$ cat src/rtl/regfile_writeback_arbiter.sv
// Register-file write-port arbiter: ALU results win every cycle, load results queue
// in a small FIFO and retire in order on ALU-free cycles; younger ALU writes kill stale loads.
module regfile_writeback_arbiter #(
    parameter int DATA_W = 32,
    parameter int REG_AW = 3,
    parameter int DEPTH  = 4
) (
    input  logic                         clk,
    input  logic                         rst_n,
    input  logic                         alu_valid,
    input  logic [REG_AW-1:0]            alu_reg,
    input  logic [DATA_W-1:0]            alu_data,
    input  logic                         mem_valid,
    output logic                         mem_ready,
    input  logic [REG_AW-1:0]            mem_reg,
    input  logic [DATA_W-1:0]            mem_data,
    output logic                         RegWrite,
    output logic [REG_AW-1:0]            write_reg,
    output logic [DATA_W-1:0]            write_data,
    output logic [2**REG_AW-1:0]         busy_mask,
    output logic [$clog2(DEPTH+1)-1:0]   fifo_count
);

    localparam int PW = $clog2(DEPTH);
    localparam int CW = $clog2(DEPTH+1);

    logic [REG_AW-1:0] q_reg  [DEPTH];
    logic [DATA_W-1:0] q_data [DEPTH];
    logic [DEPTH-1:0]  q_live;
    logic [PW-1:0]     wr_ptr;
    logic [PW-1:0]     rd_ptr;
    logic [CW-1:0]     count;

    logic push;
    logic pop;
    logic head_live;

    // Ready depends on registered occupancy only, so a full FIFO stays not-ready
    // even in a cycle where the head is popped.
    assign mem_ready  = (count != CW'(DEPTH));
    assign fifo_count = count;
    assign push       = mem_valid && mem_ready;
    assign pop        = !alu_valid && (count != '0);
    assign head_live  = q_live[rd_ptr];

    // NOTE: payload storage is deliberately left without reset; only the live bits and
    // pointers need a known value, and an unreset array maps onto plain flops/RAM.
    always_ff @(posedge clk) begin
        if (push) begin
            q_reg[wr_ptr]  <= mem_reg;
            q_data[wr_ptr] <= mem_data;
        end
    end

    // NOTE: every sequential block uses non-blocking assignment, so later statements in
    // the same block (pop, push) override earlier ones (kill) for the same slot cleanly.
    always_ff @(posedge clk or negedge rst_n) begin
        if (!rst_n) begin
            q_live <= '0;
            wr_ptr <= '0;
            rd_ptr <= '0;
            count  <= '0;
        end else begin
            for (int i = 0; i < DEPTH; i++) begin
                if (alu_valid && q_live[i] && (q_reg[i] == alu_reg))
                    q_live[i] <= 1'b0;
            end
            if (pop) begin
                q_live[rd_ptr] <= 1'b0;
                rd_ptr         <= rd_ptr + PW'(1);
            end
            // A load arriving alongside an ALU write to the same register is older, so it is dead on arrival.
            if (push) begin
                q_live[wr_ptr] <= !(alu_valid && (mem_reg == alu_reg));
                wr_ptr         <= wr_ptr + PW'(1);
            end
            case ({push, pop})
                2'b10:   count <= count + CW'(1);
                2'b01:   count <= count - CW'(1);
                default: count <= count;
            endcase
        end
    end

    // NOTE: default assigned first so no path through the loop can infer a latch.
    always_comb begin
        busy_mask = '0;
        for (int i = 0; i < DEPTH; i++) begin
            if (q_live[i])
                busy_mask[q_reg[i]] = 1'b1;
        end
    end

    always_ff @(posedge clk or negedge rst_n) begin
        if (!rst_n) begin
            RegWrite   <= 1'b0;
            write_reg  <= '0;
            write_data <= '0;
        end else if (alu_valid) begin
            RegWrite   <= 1'b1;
            write_reg  <= alu_reg;
            write_data <= alu_data;
        end else if (pop) begin
            RegWrite <= head_live;
            if (head_live) begin
                write_reg  <= q_reg[rd_ptr];
                write_data <= q_data[rd_ptr];
            end
        end else begin
            RegWrite <= 1'b0;
        end
    end

endmodule

$ cat config.mk
export PLATFORM = sky130hd
export DESIGN_NAME = regfile_writeback_arbiter
export DESIGN_NICKNAME = d
export VERILOG_FILES = /design/src/rtl/regfile_writeback_arbiter.sv
export SDC_FILE = /design/constraint.sdc
export NUM_CORES = 1
export LEC_CHECK = 0
export CORE_UTILIZATION = 35
export DETAILED_ROUTE_END_ITERATION = 7
export PLACE_DENSITY_LB_ADDON = 0.05
export SYNTH_ARGS = -nofsm -noshare
export SYNTH_HDL_FRONTEND = slang
export SYNTH_SLANG_ARGS = --single-unit
$ cat constraint.sdc
create_clock -name clk -period 1.95 [get_ports clk]
set_input_delay 0.39 -clock clk [delete_from_list [all_inputs] [get_ports clk]]
set_output_delay 0.39 -clock clk [all_outputs]
set_load 0.02 [all_outputs]
==> metrics.md <==
| Metric | Value |
|---|---|
| Max-slew violations | 0 |
| Power, Total | 0.0157 W |
| Final Non-Filler Cells | 961 |
| Maximum VDD drop | 0.708 mV |
| Tcrit/Tclk final | 1.04 |
| Final non-filler cell area | 0.0108 mm2 |
| PortBufs | 121 |
| CP Class | flip-flop to output pin |
| Overflow after GRT | 0 |
| Setup violations, final | 5 |
| All-Layer GR Usage | 0.163 |
| CP Capture Type | output pin |
| Worst Skew | 12.0 ps |
| Nets | 752 |
| Core area | 0.0220 mm2 |
| Mean Syn Cell Area | 16.3 um2 |
| Clock tree buffer depth | 2 |
| Yosys reg bits | 187 |
| Xor/xnor share of the synthesized area | 0.0223 |
| Post-Syn Area | 0.00787 mm2 |
| Final Hold Viols | 0 |
| Startpoint types | flip-flop |
| DP Wirelength | 11800 um |
| Violated checks | DRC, setup timing |
| Crit Path Max Fanout | 3 |
| DRC violations left | 14 |
| Largest area contributor in the netlist | edfxtp_1 |
| DRT iter0 DRCs | 272 |
| P_sw | 0.00520 W |
| Synth Warn # | 0 |
| Worst min path class | flip-flop to flip-flop |
| Die Ht | 152 um |
| Vias in the first global route | 5023 |
| Slew headroom | 0.573 |
| DP Area | 0.00984 mm2 |
| Complex-gate fraction of the synthesized area | 0.0418 |
| Setup ws final | -73.8 ps |
| Area of the multi-input gates | 0.00238 mm2 |
| Fillers | 1878 |
| Worst Max-Slew Pin Slew | 641 ps |
| FF+latch area | 0.00539 mm2 |
| Sequential fraction of the synthesis area | 0.684 |
| Die Footprint | 0.0231 mm2 |
| Inst Count DP | 908 |
| Largest net degree at the start of global routing | 45 |
| Via count | 4747 |
| CTS tree | done |
| IO Count | 122 |
| Diode count | 0 |
| Clk slew on worst S/H paths | 80 ps |
| Avg WL per Cell | 19.3 um |
| Pre-CTS WS | -226 ps |
| Main combinational cell family by area after synthesis | multiplexers |
| Clk Tree Root Cell | clkbuf_16 |
| Worst path required time | 1560 ps |
| Worst Path Arrival | 1630 ps |
| RSZ-0062 raised after global routing | yes |
| Num Clock Sinks | 187 |
| H-tree depth | 4 |
| Commonest non-fill, non-tap cells in the layout | 140 x edfxtp_1, 110 x clkdlybuf4s50_1, 54 x buf_4 |
| DRT Wirelength | 18500 um |
| Final ANT Viol Nets | 0 |
| Vias/cell | 4.94 |
| GP Congestion | 0.852 |
| Layout area overhead | 37.2% |
| Ranking of synthesized cells by area | edfxtp_1 53%, dfrtp_1 15%, mux4_2 10%, mux2i_1 4.6%, nand2_1 2.1% |
| Num CTS Buffers | 17 |
| Reported max-cap violation count | 0 |
| Syn_nets | 567 |
| First-pass GRT wire length | 28200 um |
| Post-synthesis adder-cell area fraction | 0.0168 |
| P per Cell Area | 1450 mW/mm2 |
| Most common cell after layout, fill and taps aside | edfxtp_1 |
| Leakage | 4.03 nW |
| Setup TNS | -215 ps |
| Mux contribution to synthesized area | 0.152 |
| Distinct cells, synth | 39 |
| Async S/R FF share, synth | 0.251 |
| Gate power share | 0.400 |
| Top_reg_cell synth | edfxtp_1 |
| Pint | 0.0105 W |
| Initial antenna violation count | 0 |
| Outcome | finished, violations left |
| Yosys top cell area share | 0.534 |
| Clock share of power | 0.224 |
| Chip width | 152 um |
| Pre-antenna DRT Iters | 6 |
| Post-synthesis simple-gate area fraction | 0.0531 |
| Peak Freq | 0.494 GHz |
| Max reg flops | 128 |
| Post-synth EDFFs | 140 |
| Share of layout cells above drive strength 1 | 0.276 |
| # rows | 54 |
| Worst-Skew Late Latency | 430 ps |
| Post-synthesis cell count | 483 |
| Starting Density | 0.358 |
| Fin crit period | 2020 ps |
| Sw Ratio | 0.332 |
| Power share of the sequential group | 0.376 |
## worst paths after layout
path                          startpoint       endpoint  slack [ps]  cells after the start
setup / recovery             q_reg[2][0]   busy_mask[0]         -70                      5
hold / removal             write_data[6]  write_data[6]         480                      2
setup reg to reg           fifo_count[1]  fifo_count[2]          40                      8
hold reg to reg            write_data[6]  write_data[6]         480                      2
max in group asynchronous          rst_n      rd_ptr[0]         820                      3
min in group asynchronous          rst_n  fifo_count[0]         520                      2
## cells in the mapped netlist (2+ instances only)
| library cell | n |
|---|---|
| o2111ai_1 | 4 |
| nand4_1 | 10 |
| dfrtp_1 | 47 |
| mux4_2 | 36 |
| xnor2_1 | 16 |
| nand3_1 | 10 |
| buf_1 | 3 |
| nor2_1 | 6 |
| edfxtp_1 | 140 |
| a31oi_1 | 2 |
| nor3_1 | 3 |
| nor2b_1 | 7 |
| o21ai_1 | 10 |
| mux2i_1 | 36 |
| clkbuf_1 | 15 |
| xor2_1 | 4 |
| or3b_2 | 2 |
| nand2_1 | 44 |
| buf_4 | 7 |
| inv_1 | 18 |
| nand2b_1 | 3 |
| buf_2 | 2 |
| o21ai_0 | 29 |
| ha_1 | 9 |
| mux2_2 | 2 |
| buf_6 | 4 |
| a32oi_1 | 2 |
## power groups by stage
stage | clock network [W] | registers (W) | logic [W]
after CTS | 0.00362 | 0.00590 | 0.00606
after global routing | 0.00376 | 0.00601 | 0.00677
after detailed placement | 0 | 0.00599 | 0.00588
after floorplan | 0 | 0.00641 | 0.00292
after global placement | 0 | 0.00592 | 0.00585
final | 0.00351 | 0.00589 | 0.00627
## final cells by class
type | instances | area share
clock buffer | 18 | 0.0397
clock inverter | 14 | 0.0155
inverter | 18 | 0.00626
multi-input combinational | 247 | 0.221
sequential | 187 | 0.499
tap | 280 | 0.0324
timing repair buffer | 197 | 0.186
## worst max-delay path: stages, from the launching register on
cell and delay (ps):
edfxtp_1 420, buf_6 140, nor2_1 40, a22o_1 230, a211o_1 250, buf_6 140
## cells by family after synthesis
group | after synthesis
flip-flops | 187
AO/OA/AOI/OAI | 55
XOR/XNOR | 20
buffers and inverters | 49
adder cells (fa/ha/maj) | 10
multiplexers | 74
AND/OR/NAND/NOR | 88
## stage by stage
| step | util | hold WS [ps] |
|---|---|---|
| global route | 0.492 | 516 |
| detailed placement | 0.448 | 453 |
| CTS | 0.483 | 475 |
| global placement | 0.448 | 439 |
| floorplan | - | 94.4 |
| finish | 0.492 | 484 |
## routing by layer
layer  track usage  routed length (um)
met5             0                   0
met1         0.208                8090
met4        0.0544                 333
met3        0.0365                 815
met2         0.276                9300
## timing repair
action,CTS,global route
hold buffers,1,0
setup buffers,14,3
endpoints found under the setup margin,10,25
gates cloned,0,3
resized for setup,63,24
pin swaps,9,8
hold endpoints to repair,15,0
(Power assumes the default switching activity.)
